## src/rtl/memory_arbiter.sv

```systemverilog
// memory_arbiter: shares one line-level main-memory interface between the
// instruction cache (i_*) and the data cache (d_*). One whole-line
// transaction at a time. Simultaneous requests alternate between the caches.
// A watchdog ends a transaction that memory never acknowledges.
//
// Ports
//   clk, reset            clock; synchronous active-low reset
//   i_mem_* / d_mem_*     cache request side: enable, op, address, write line, op_done
//   i_/d_mem_data_ready   response valid to the cache
//   i_/d_mem_data_out     response line to the cache
//   i_/d_memory_in_use    memory busy indication (mirrors busy)
//   mem_enable/op/address/data_in   request to memory, driven from the latches
//   mem_data_ready/data_out         memory completion and read line
//   grant_d               current or last owner (1 dcache, 0 icache)
//   busy                  a transaction is in progress
//   timeout_error         sticky watchdog flag, cleared only by reset
module memory_arbiter #(
  parameter int unsigned MEMORY_ADDRESS_SIZE = 32,
  parameter int unsigned CACHE_LINE_SIZE     = 128,
  parameter int unsigned TIMEOUT_CYCLES      = 64
) (
  input  logic                           clk,
  input  logic                           reset,
  input  logic                           i_mem_enable,
  input  logic                           i_mem_op,
  input  logic [MEMORY_ADDRESS_SIZE-1:0] i_mem_address,
  input  logic [CACHE_LINE_SIZE-1:0]     i_mem_data_in,
  input  logic                           i_mem_op_done,
  output logic                           i_mem_data_ready,
  output logic [CACHE_LINE_SIZE-1:0]     i_mem_data_out,
  output logic                           i_memory_in_use,
  input  logic                           d_mem_enable,
  input  logic                           d_mem_op,
  input  logic [MEMORY_ADDRESS_SIZE-1:0] d_mem_address,
  input  logic [CACHE_LINE_SIZE-1:0]     d_mem_data_in,
  input  logic                           d_mem_op_done,
  output logic                           d_mem_data_ready,
  output logic [CACHE_LINE_SIZE-1:0]     d_mem_data_out,
  output logic                           d_memory_in_use,
  output logic                           mem_enable,
  output logic                           mem_op,
  output logic [MEMORY_ADDRESS_SIZE-1:0] mem_address,
  output logic [CACHE_LINE_SIZE-1:0]     mem_data_in,
  input  logic                           mem_data_ready,
  input  logic [CACHE_LINE_SIZE-1:0]     mem_data_out,
  output logic                           grant_d,
  output logic                           busy,
  output logic                           timeout_error
);

  // Watchdog counter only has to reach TIMEOUT_CYCLES-1.
  localparam int unsigned CNT_W = (TIMEOUT_CYCLES > 2) ? $clog2(TIMEOUT_CYCLES) : 1;

  localparam logic [1:0] S_IDLE     = 2'd0;
  localparam logic [1:0] S_WAIT_MEM = 2'd1;
  localparam logic [1:0] S_RESPOND  = 2'd2;

  logic [1:0]                     r_state,         w_state;
  logic                           r_last_grant,    w_last_grant;
  logic                           r_grant_d,       w_grant_d;
  logic [CNT_W-1:0]               r_counter,       w_counter;
  logic                           r_timeout_error, w_timeout_error;
  logic                           r_mem_enable,    w_mem_enable;
  logic                           r_mem_op,        w_mem_op;
  logic [MEMORY_ADDRESS_SIZE-1:0] r_mem_address,   w_mem_address;
  logic [CACHE_LINE_SIZE-1:0]     r_mem_data_in,   w_mem_data_in;
  logic                           r_i_ready,       w_i_ready;
  logic                           r_d_ready,       w_d_ready;
  logic [CACHE_LINE_SIZE-1:0]     r_i_dout,        w_i_dout;
  logic [CACHE_LINE_SIZE-1:0]     r_d_dout,        w_d_dout;
  logic                           r_busy,          w_busy;
  logic                           w_pick_d;
  logic                           w_done;

  // Next-state and next-output logic.
  always_comb begin
    w_state         = r_state;
    w_last_grant    = r_last_grant;
    w_grant_d       = r_grant_d;
    w_counter       = r_counter;
    w_timeout_error = r_timeout_error;
    w_mem_enable    = r_mem_enable;
    w_mem_op        = r_mem_op;
    w_mem_address   = r_mem_address;
    w_mem_data_in   = r_mem_data_in;
    w_i_ready       = r_i_ready;
    w_d_ready       = r_d_ready;
    w_i_dout        = r_i_dout;
    w_d_dout        = r_d_dout;
    // On a tie the port that was not served last wins.
    w_pick_d        = d_mem_enable && (!i_mem_enable || !r_last_grant);
    w_done          = r_grant_d ? (d_mem_op_done || !d_mem_enable)
                                : (i_mem_op_done || !i_mem_enable);

    case (r_state)
      S_IDLE: begin
        if (i_mem_enable || d_mem_enable) begin
          w_grant_d     = w_pick_d;
          w_mem_op      = w_pick_d ? d_mem_op      : i_mem_op;
          w_mem_address = w_pick_d ? d_mem_address : i_mem_address;
          w_mem_data_in = w_pick_d ? d_mem_data_in : i_mem_data_in;
          w_counter     = '0;
          w_mem_enable  = 1'b1;
          w_state       = S_WAIT_MEM;
        end
      end
      S_WAIT_MEM: begin
        if (mem_data_ready) begin
          w_i_ready    = !r_grant_d;
          w_d_ready    = r_grant_d;
          w_i_dout     = r_grant_d ? '0 : mem_data_out;
          w_d_dout     = r_grant_d ? mem_data_out : '0;
          w_mem_enable = 1'b0;
          w_state      = S_RESPOND;
        end else if (r_counter == CNT_W'(TIMEOUT_CYCLES - 1)) begin
          // Watchdog: answer the owner with an all-zero line.
          w_timeout_error = 1'b1;
          w_i_ready       = !r_grant_d;
          w_d_ready       = r_grant_d;
          w_i_dout        = '0;
          w_d_dout        = '0;
          w_mem_enable    = 1'b0;
          w_state         = S_RESPOND;
        end else begin
          w_counter = r_counter + CNT_W'(1);
        end
      end
      S_RESPOND: begin
        if (w_done) begin
          w_i_ready    = 1'b0;
          w_d_ready    = 1'b0;
          w_i_dout     = '0;
          w_d_dout     = '0;
          w_last_grant = r_grant_d;
          w_state      = S_IDLE;
        end
      end
      default: begin
        w_state = S_IDLE;
      end
    endcase

    w_busy = (w_state != S_IDLE);
  end

  // State and output registers.
  always_ff @(posedge clk) begin
    if (!reset) begin
      r_state         <= S_IDLE;
      r_last_grant    <= 1'b0;
      r_grant_d       <= 1'b0;
      r_counter       <= '0;
      r_timeout_error <= 1'b0;
      r_mem_enable    <= 1'b0;
      r_mem_op        <= 1'b0;
      r_mem_address   <= '0;
      r_mem_data_in   <= '0;
      r_i_ready       <= 1'b0;
      r_d_ready       <= 1'b0;
      r_i_dout        <= '0;
      r_d_dout        <= '0;
      r_busy          <= 1'b0;
    end else begin
      r_state         <= w_state;
      r_last_grant    <= w_last_grant;
      r_grant_d       <= w_grant_d;
      r_counter       <= w_counter;
      r_timeout_error <= w_timeout_error;
      r_mem_enable    <= w_mem_enable;
      r_mem_op        <= w_mem_op;
      r_mem_address   <= w_mem_address;
      r_mem_data_in   <= w_mem_data_in;
      r_i_ready       <= w_i_ready;
      r_d_ready       <= w_d_ready;
      r_i_dout        <= w_i_dout;
      r_d_dout        <= w_d_dout;
      r_busy          <= w_busy;
    end
  end

  assign i_mem_data_ready = r_i_ready;
  assign i_mem_data_out   = r_i_dout;
  assign i_memory_in_use  = r_busy;
  assign d_mem_data_ready = r_d_ready;
  assign d_mem_data_out   = r_d_dout;
  assign d_memory_in_use  = r_busy;
  assign mem_enable       = r_mem_enable;
  assign mem_op           = r_mem_op;
  assign mem_address      = r_mem_address;
  assign mem_data_in      = r_mem_data_in;
  assign grant_d          = r_grant_d;
  assign busy             = r_busy;
  assign timeout_error    = r_timeout_error;

endmodule

```

## config.mk

```make
export PLATFORM = sky130hd
export DESIGN_NAME = memory_arbiter
export DESIGN_NICKNAME = d
export VERILOG_FILES = /design/src/rtl/memory_arbiter.sv
export SDC_FILE = /design/constraint.sdc
export NUM_CORES = 1
export LEC_CHECK = 0
export CAP_MARGIN = 40
export CELL_PAD_IN_SITES_DETAIL_PLACEMENT = 0
export CELL_PAD_IN_SITES_GLOBAL_PLACEMENT = 1
export CORE_AREA = 4 4 345 347
export CTS_BUF_LIST = sky130_fd_sc_hd__clkbuf_8
export CTS_CLUSTER_DIAMETER = 60
export DETAILED_ROUTE_END_ITERATION = 10
export DIE_AREA = 0 0 349 351
export PLACE_DENSITY_LB_ADDON = 0.1
export SYNTH_ARGS = -nofsm -noshare
export SYNTH_HDL_FRONTEND = slang
export SYNTH_SLANG_ARGS = --single-unit
```

## constraint.sdc

```tcl
create_clock -name clk -period 3 [get_ports clk]
set_clock_uncertainty 0.2 [all_clocks]
set_input_delay 0.9 -clock clk [delete_from_list [all_inputs] [get_ports clk]]
set_output_delay 0.9 -clock clk [all_outputs]
set_load 0.02 [all_outputs]
```

==> impl_results.rst, run 1 <==
.. list-table::
   :header-rows: 1

   * - Metric
     - Value
   * - Critical path launch point
     - mem_data_in[34]$_SDFFE_PN0P_
   * - Data required time at the worst endpoint
     - 1.90 ns
   * - Minimum clock period after layout
     - 2.83 ns
   * - Root Buffer Master
     - sky130_fd_sc_hd__clkbuf_8
   * - Number of inserted filler cells in the final layout
     - 12300
   * - Fraction of post-synthesis cell area in the top cell type by area
     - 55.8%
   * - Clk Latency, worst-skew pair
     - 0.68 ns
   * - Congestion Overflow GR
     - 0
   * - Topmost layer with routed signal wires
     - met5
   * - DR pass1 iterations
     - 5
   * - Final critical-path share of the clock period
     - 94.2%
   * - Io pins
     - 882
   * - Outcome
     - complete, no violations
   * - Cells traversed along the worst timing path
     - clkdlybuf4s50_1
   * - Cell type contributing the most total cell area after synthesis
     - sky130_fd_sc_hd__dfxtp_1
   * - Chip Height
     - 351 um
   * - Post-DR vias/cell
     - 3.88
   * - WL final
     - 85.3 mm
   * - Detailed-placement wirelength estimate
     - 67.0 mm
   * - Routed Antenna Nets
     - 0
   * - Vias post-DR
     - 15200
   * - WL met3
     - 9.34 mm
   * - Total number of H-tree levels
     - 3
   * - Kind of critical path
     - reg2out
   * - Startpoint of the worst-slack reg-to-reg timing path
     - r_counter[0]$_SDFFE_PN0P_
   * - WP data arrival
     - 1.73 ns
   * - Async set-or-reset flop fraction in the synthesized netlist
     - 0%
   * - Core Region
     - 0.116 sq mm
   * - Max-cap violations
     - 0
   * - Total number of nets in the final design
     - 2784
   * - Areal power density over the cells
     - 536 mW/mm^2
   * - Number of placement rows
     - 125
   * - Area growth from synthesis to layout
     - 84.8%
   * - Final setup violating endpoints
     - 0
   * - Port buffer count
     - 881
   * - Tot GR Track Use
     - 13.2%
   * - Hold violation total from the final report
     - 0
   * - Worst hold path class
     - reg2reg
   * - Last weighted congestion value of the routability-driven placer
     - 0.765
   * - Maximum count of clock buffers along a single path
     - 3
   * - Fraction of the core area covered by cells at the end of the flow
     - 24.7%
   * - DRT iter0 DRCs
     - 509
   * - Share of final-layout standard cells stronger than drive strength 1
     - 10.7%
   * - Primary flip-flop cell chosen by synthesis mapping
     - sky130_fd_sc_hd__dfxtp_1
   * - Most used standard cells in the synthesized netlist
     - sky130_fd_sc_hd__dfxtp_1, sky130_fd_sc_hd__a32o_1, sky130_fd_sc_hd__nand2_1
   * - TritonCTS buffer count
     - 91
   * - Detailed-routed wire length on met2
     - 41.9 mm
   * - Pin count of the biggest net entering global routing
     - 90
   * - Startpoint of the most critical hold path
     - mem_data_in[96]$_SDFFE_PN0P_
   * - Most area-consuming cells after synthesis
     - sky130_fd_sc_hd__dfxtp_1, sky130_fd_sc_hd__a32o_1, sky130_fd_sc_hd__mux2i_1
   * - Endpoint kind of the worst setup timing path
     - primary output
   * - Buf+Inv Stages, Crit Path
     - 1
   * - CTS tree
     - built
   * - Cell with the most instances after synthesis
     - sky130_fd_sc_hd__dfxtp_1
   * - Max frequency
     - 0.354 GHz
   * - Vias in the first global route
     - 16100
   * - Static leakage
     - 0.0106 uW
   * - Effective utilization at floorplan
     - 13.4%
   * - Post-synthesis sequential area ratio
     - 55.8%
   * - Slowest-stage cell, CP
     - sky130_fd_sc_hd__clkdlybuf4s50_1
   * - Number of flops mapped to enable cells by yosys
     - 0
   * - Wire length of the first global-routing pass
     - 117 mm
   * - Clock transition at the registers of the reported paths
     - 0.06 ns
   * - Worst IR drop on VDD
     - 0.248 mV
   * - Post-synthesis area per instance
     - 11.2 sq um
   * - Total nets after synthesis
     - 1848
   * - Nature of the critical path startpoint
     - register
   * - Clk sinks
     - 432
   * - Worst-path maximum fanout
     - 2
   * - Top Family by Delay on Critical Path
     - buffers and inverters
   * - Die Outline Area
     - 0.122 sq mm
   * - Smallest hold slack
     - 0.241 ns
   * - Number of synthesis warnings
     - 0
   * - Tightest slew margin relative to the limit
     - 57.0%
   * - Synth cell types
     - 40
   * - Total standard cell area after synthesis
     - 0.0155 sq mm
   * - Wire length per cell
     - 21.7 um
   * - Register bit count reported by yosys
     - 432
   * - Routed met1 length
     - 31.2 mm
   * - Number of antenna violations at the first check in global routing
     - 22
   * - Final number of max-transition violations
     - 0
   * - Post-detailed-route DRC marker count
     - 0
   * - Die Width
     - 349 um
   * - Slew of the pin with the lowest slew margin
     - 0.627 ns
   * - Largest incremental delay on the critical path
     - 0.72 ns
   * - Unrepaired setup endpoints after global routing
     - false
   * - Instance count of the mapped netlist
     - 1390
state kept, by name (all words and copies together), names as in the netlist:
signal            count
busy                  1
d_mem_data_out      128
d_mem_data_ready      1
grant_d               1
i_mem_data_out      128
i_mem_data_ready      1
mem_address          32
mem_data_in         128
mem_enable            1
mem_op                1
r_counter             6
r_last_grant          1
r_state               2
timeout_error         1
where the power goes:
part | internal [uW] | leakage (uW) | total, uW | switching, uW
clock network | 3610 | 0.00108 | 6440 | 2830
logic | 1390 | 0.00602 | 2750 | 1360
registers | 6020 | 0.00352 | 6170 | 156
metal layers:
layer  global-route usage [%]  vias to the layer above
met5                        0                        -
met4                     5.15                       28
met3                     6.41                      153
met2                     23.1                      691
met1                     13.5                     7170
li1                         -                     7184
layout by cell type (no fill, tap or decap), types with 21 or more instances in the layout:
cell                              count
sky130_fd_sc_hd__inv_1               29
sky130_fd_sc_hd__buf_12              43
sky130_fd_sc_hd__o21ai_1             39
sky130_fd_sc_hd__o21ai_0            128
sky130_fd_sc_hd__mux2i_1            164
sky130_fd_sc_hd__buf_4               67
sky130_fd_sc_hd__clkbuf_8           118
sky130_fd_sc_hd__dlygate4sd2_1       21
sky130_fd_sc_hd__clkdlybuf4s50_1    858
sky130_fd_sc_hd__nand2_1            168
sky130_fd_sc_hd__dfxtp_1            432
sky130_fd_sc_hd__a32o_1             256
worst min-delay path: cells and delay by family (launching register included):
kind,cells,cell delay [ns]
compound gates,1,0.05
flops,1,0.31
simple gates,1,0.05
through the flow:
step	instances	area [sq um]	power (uW)	worst slack [ns]	TNS [ns]
after floorplan	1390	15500	7300	0.673	0
after CTS	3921	28600	15900	0.00461	0
final	3928	28700	15400	0.174	0
after global routing	3926	28700	16200	0.0212	0
after detailed placement	3757	26800	9120	-0.290	-2.57
after global placement	3757	26800	9120	-0.272	-1.89
area by class of cell:
type / count / area (sq um) / share of cell area (%)
tap: 1524 / 1910 / 6.65
clock inverter: 46 / 256 / 0.895
multi-input combinational: 809 / 6060 / 21.2
timing repair buffer: 989 / 10100 / 35.4
sequential: 432 / 8650 / 30.2
antenna: 7 / 17.5 / 0.0611
clock buffer: 118 / 1620 / 5.67
inverter: 3 / 11.3 / 0.0393
path summary, 6_finish.rpt:
check	end	slack, ns	cells after the start
worst max register to register	d_mem_data_out[111]$_SDFFE_PN0P_	0.67	7
worst max-delay path	mem_data_in[34]	0.17	1
worst min-delay path	mem_data_in[96]$_SDFFE_PN0P_	0.24	2
worst min register to register	mem_data_in[96]$_SDFFE_PN0P_	0.24	2
logic make-up after synthesis:
kind of cell	share of synthesized area [%]
flip-flops	55.8
buffers and inverters	5.40
adder cells (fa/ha/maj)	0.0807
AND/OR/NAND/NOR	5.32
AO/OA/AOI/OAI	22.9
multiplexers	10.6
repair_timing:
item | 4_1_cts | 5_1_grt
buffers inserted | 0 | 0
setup endpoints to repair | 21 | 0
hold buffers | 0 | 0
gates resized for setup | 21 | 0
(Power assumes the default switching activity.)
==> run 2: changes to the inputs <==
ABC_CLOCK_PERIOD_IN_PS = 3000   (was unset)
==> results of run 2 <==
The final DEF is identical to that of run 1; final timing and power are the same.
